**src/rtl/monitor_report_pkg.sv**
```systemverilog
// Shared constants and record type for the monitor report collector.
// A record pairs a symbol index with the report lines seen on that symbol.
package monitor_report_pkg;

  localparam int DEF_NUM_REPORTS = 36;
  localparam int DEF_DEPTH       = 8;
  localparam int DEF_CYCLE_W     = 32;
  localparam int DEF_DROP_W      = 16;

  typedef struct packed {
    logic [DEF_CYCLE_W-1:0]     cycle;
    logic [DEF_NUM_REPORTS-1:0] vector;
  } report_rec_t;

endpackage

```
**src/rtl/report_fifo.sv**
```systemverilog
// Synchronous FIFO of report records.
// Extra pointer MSB tells full from empty.
module report_fifo
  import monitor_report_pkg::*;
#(
  parameter type T     = report_rec_t,
  parameter int  DEPTH = DEF_DEPTH
) (
  input  logic clk,
  input  logic reset,
  input  logic push,
  input  logic pop,
  input  T     din,
  output T     dout,
  output logic full,
  output logic empty
);

  localparam int AW = $clog2(DEPTH);
  localparam logic [AW:0] PTR_ONE = 1;

  T mem [DEPTH];

  logic [AW:0] wr_ptr;
  logic [AW:0] rd_ptr;
  logic        do_push;
  logic        do_pop;

  assign empty = (wr_ptr == rd_ptr);
  assign full  = (wr_ptr[AW] != rd_ptr[AW]) &&
                 (wr_ptr[AW-1:0] == rd_ptr[AW-1:0]);

  assign do_pop  = pop && !empty;
  assign do_push = push && (!full || do_pop);

  assign dout = mem[rd_ptr[AW-1:0]];

  always_ff @(posedge clk or posedge reset) begin
    if (reset) begin
      wr_ptr <= '0;
      rd_ptr <= '0;
    end else begin
      if (do_push) wr_ptr <= wr_ptr + PTR_ONE;
      if (do_pop)  rd_ptr <= rd_ptr + PTR_ONE;
    end
  end

  always_ff @(posedge clk) begin
    if (do_push) mem[wr_ptr[AW-1:0]] <= din;
  end

endmodule

```
**src/rtl/monitor_report_collector.sv**
```systemverilog
// Turns per-symbol report lines into {index, vector} records.
// Overflow drops records instead of stalling the symbol stream.
module monitor_report_collector
  import monitor_report_pkg::*;
#(
  parameter int NUM_REPORTS = DEF_NUM_REPORTS,
  parameter int DEPTH       = DEF_DEPTH,
  parameter int CYCLE_W     = DEF_CYCLE_W,
  parameter int DROP_W      = DEF_DROP_W
) (
  input  logic                   clk,
  input  logic                   reset,
  input  logic                   run,
  input  logic [NUM_REPORTS-1:0] report_in,
  input  logic                   clear,
  output logic                   rpt_valid,
  input  logic                   rpt_ready,
  output logic [CYCLE_W-1:0]     rpt_cycle,
  output logic [NUM_REPORTS-1:0] rpt_vector,
  output logic                   overflow,
  output logic [DROP_W-1:0]      drop_count
);

  typedef struct packed {
    logic [CYCLE_W-1:0]     cycle;
    logic [NUM_REPORTS-1:0] vector;
  } rec_t;

  localparam logic [CYCLE_W-1:0] IDX_ONE  = 1;
  localparam logic [DROP_W-1:0]  DROP_ONE = 1;
  localparam logic [DROP_W-1:0]  DROP_MAX = '1;

  logic [CYCLE_W-1:0] sym_idx;
  rec_t               din;
  rec_t               dout;
  logic               full;
  logic               empty;
  logic               capture;
  logic               pop;
  logic               push;
  logic               drop;

  assign capture = run && (report_in != '0);
  assign rpt_valid = !empty;
  assign pop  = rpt_valid && rpt_ready;
  assign push = capture && (!full || pop);
  assign drop = capture && full && !pop;

  assign din.cycle  = sym_idx;
  assign din.vector = report_in;

  assign rpt_cycle  = rpt_valid ? dout.cycle  : '0;
  assign rpt_vector = rpt_valid ? dout.vector : '0;

  report_fifo #(
    .T     (rec_t),
    .DEPTH (DEPTH)
  ) u_fifo (
    .clk   (clk),
    .reset (reset),
    .push  (push),
    .pop   (pop),
    .din   (din),
    .dout  (dout),
    .full  (full),
    .empty (empty)
  );

  always_ff @(posedge clk or posedge reset) begin
    if (reset) begin
      sym_idx <= '0;
    end else if (run) begin
      sym_idx <= sym_idx + IDX_ONE;
    end
  end

  // A drop in the same cycle as clear leaves a count of one.
  always_ff @(posedge clk or posedge reset) begin
    if (reset) begin
      overflow   <= 1'b0;
      drop_count <= '0;
    end else if (drop) begin
      overflow <= 1'b1;
      if (clear) begin
        drop_count <= DROP_ONE;
      end else if (drop_count != DROP_MAX) begin
        drop_count <= drop_count + DROP_ONE;
      end
    end else if (clear) begin
      overflow   <= 1'b0;
      drop_count <= '0;
    end
  end

endmodule

```
**config.mk**
```make
export PLATFORM = sky130hd
export DESIGN_NAME = monitor_report_collector
export DESIGN_NICKNAME = d
export VERILOG_FILES = /design/src/rtl/monitor_report_pkg.sv /design/src/rtl/report_fifo.sv /design/src/rtl/monitor_report_collector.sv
export SDC_FILE = /design/constraint.sdc
export NUM_CORES = 1
export LEC_CHECK = 0
export BUFFER_PORTS_ARGS = -buffer_cell sky130_fd_sc_hd__buf_2
export CORE_MARGIN = 1
export CORE_UTILIZATION = 35
export DETAILED_ROUTE_END_ITERATION = 10
export HOLD_SLACK_MARGIN = 0.15
export SETUP_SLACK_MARGIN = 0.05
export SYNTH_ARGS = -nofsm -noshare
export SYNTH_HDL_FRONTEND = slang
export SYNTH_SLANG_ARGS = --single-unit
export TNS_END_PERCENT = 1
```
**constraint.sdc**
```tcl
create_clock -name clk -period 13.5 [get_ports clk]
set_input_delay 2.7 -clock clk [delete_from_list [all_inputs] [get_ports clk]]
set_output_delay 2.7 -clock clk [all_outputs]
set_load 0.1 [all_outputs]
```
==> qor.yml <==
slew_viol_final: 0
postSynthCellCount: 1148
rsz0062_at_grt: "no"
max_cap_violations: 0
die_w_um: 261.1
min_from: "u_fifo.rd_ptr[3]$_DFFE_PP0P_"
path_clk_slew_ps: 60
wl_um: 49100
worst_slew_pin_slew_ps: 1042
io_buffers: 126
cp.arrival_ps: 4550
io_pins: 127
fmax_ghz: 0.1380
status: "finished with violations"
start_util: 0.3555
nNetsFinal: 1345
dr_total_vias: 11090
cts_tree: "yes"
grt_overflow_total: 0
path_class: "flop to output pin"
ys_ff_latch: 601
met3_usage: 0.03368
hpwlAfterDp_um: 27320
cp_common_cell: "buf_4"
tritoncts.num_buffers: 60
grt_use_met2: 0.2505
required_ps: 10800
postCtsResizedCells: 0
final_layout_size_suffix_gt1_frac: 0.2968
synth_edf_count: 544
slew_headroom: 0.3052
grt_use_total: 0.1463
die_area_um2: 68170
worstPathMaxFanout: 46
gr-max-usage-layer: "met2"
timing.final.crit_share: 0.5368
synthArstFlopShare: 0.09484
end_kind: "output pin"
syn_area_per_cell_um2: 20.47
worstSetupStartpointType: "flop"
whs_ps: 494.9
core_area_um2: 66100
route.detailed.drc: 24
antenna_found_initial: 1
root_buffer: "clkbuf_16"
drt_iter0_markers: 740
violations: "DRC"
cp_top_family: "buffers and inverters"
avgViaCountPerCell: 5.002
crit_chain: "buf_4 -> buf_4 -> mux4_2 -> mux2i_1 -> nor2_1 -> buf_2"
finalSetupViolCount: 0
yosys_warnings: 0
fillers: 5831
critPathSlowestCell: "buf_4"
place.gp.congestion: 0.7110
min_path_type: "flop to flop"
grt_max_degree: 71
yosysSeqAreaShare: 0.7560
synth_area_um2: 23500
ant_nets: 0
drt_first_pass_iters: 8
syn_to_final_growth_pct: 15.40
grt_pass1_vias: 12100
clock-skew-final_ps: 12.86
die_y_um: 261.1
synthesis.nets: 1193
r2r-start: "u_fifo.rd_ptr[2]$_DFFE_PP0P_"
grt_pass1_wl_um: 74680
htreeDepth: 2
slowest_delay_ps: 840
cp.buffers_inverters: 3
gr-usage-met1: 0.1886
startpoint: "u_fifo.rd_ptr[0]$_DFFE_PP0P_"
post_cts_buffers: 0
wire_per_inst_um: 22.15
clock_path_buffers: 3
synth_cell_types: 38
regArea_um2: 17770
postCtsHoldBufs: 0
multiInputGateArea_um2: 5472
synth_flop_cell: "edfxtp_1"
clkSinkCount: 601
setup_tns_ps: 0
min_period_ps: 7246
clkLatencyLatePin_ps: 600
rows: 94
hold_violations: 0
-- cell usage in the layout (no fill, tap or decap), types with 7 or more instances in the layout --
master | synthesis | routed
buf_2 | 16 | 126
buf_4 | 1 | 22
clkbuf_1 | 28 | 17
clkbuf_16 | 0 | 61
clkinv_1 | 0 | 7
clkinv_2 | 0 | 14
dfrtp_1 | 57 | 54
edfxtp_1 | 544 | 544
mux2i_1 | 69 | 69
mux4_2 | 136 | 136
nand2_1 | 20 | 20
nand2b_1 | 7 | 7
nand3_1 | 26 | 26
nand4_1 | 10 | 10
nor2_1 | 98 | 96
nor4_1 | 11 | 10
nor4_2 | 8 | 9
xnor2_1 | 41 | 41
xor2_1 | 12 | 12
-- synthesized netlist by cell type, drive strengths merged (3+ instances only) --
library cell / n / area share
edfxtp: 544 / 0.70
and3: 6 / 0.0016
mux2i: 69 / 0.029
xnor2: 41 / 0.015
dfrtp: 57 / 0.061
and4: 5 / 0.0019
nand3: 26 / 0.0055
buf: 30 / 0.0074
xor2: 12 / 0.0045
nor2: 98 / 0.016
nand2b: 7 / 0.0019
clkbuf: 28 / 0.0045
ha: 4 / 0.0021
mux4: 136 / 0.13
nor4: 20 / 0.0081
mux2: 3 / 0.0014
nand4: 10 / 0.0027
inv: 7 / 0.0011
nor3: 10 / 0.0026
nand2: 20 / 0.0032
-- final timing paths --
path / slack [ps] / cells after the start / to
max in group asynchronous: 10510 / 3 / u_fifo.rd_ptr[0]$_DFFE_PP0P_
hold reg to reg: 490 / 1 / u_fifo.rd_ptr[3]$_DFFE_PP0P_
hold / removal: 490 / 1 / u_fifo.rd_ptr[3]$_DFFE_PP0P_
setup reg to reg: 9170 / 7 / u_fifo.mem[6][66]$_DFFE_PP_
setup / recovery: 6250 / 6 / rpt_cycle[9]
min in group asynchronous: 2340 / 3 / drop_count[6]$_DFFE_PP0P_
-- per-layer routing --
layer,vias to the layer above,share of wire
li1,4932,-
met1,5898,0.43
met2,199,0.50
met3,61,0.054
met4,0,0.016
met5,-,0
-- cells by family after synthesis --
kind of cell,count (synthesis),synth area share
simple gates,212,0.04612
mux,208,0.1612
fa+ha+maj,4,0.002130
buf+inv,65,0.01299
xor+xnor,53,0.01976
compound gates,5,0.001811
flops,601,0.7560
-- flip-flops by register name, indices dropped and copies added, names as in the netlist --
register       count
drop_count        16
overflow           1
sym_idx           32
u_fifo.mem       544
u_fifo.rd_ptr      4
u_fifo.wr_ptr      4
-- per-stage QoR --
step / util / cell area (um2) / instances / worst slack [ps]
floorplan: - / 23500 / 1148 / 2973
global placement: 0.3805 / 25150 / 2102 / 6688
detailed placement: 0.3805 / 25150 / 2102 / 6720
CTS: 0.4101 / 27110 / 2215 / 6051
global route: 0.4101 / 27110 / 2216 / 5842
finish: 0.4102 / 27110 / 2217 / 6254
-- layout make-up --
class                      instances  area share
multi-input combinational        482      0.2018
tap                              864     0.03987
clock inverter                    31     0.01154
clock buffer                      82     0.06069
inverter                           7    0.001015
timing repair buffer             148     0.02935
sequential                       601      0.6555
antenna                            2   0.0001846
Power is left out: the tool's default activity adds up to more than one toggle a clock period on the data nets, which glitch-free logic cannot reach.
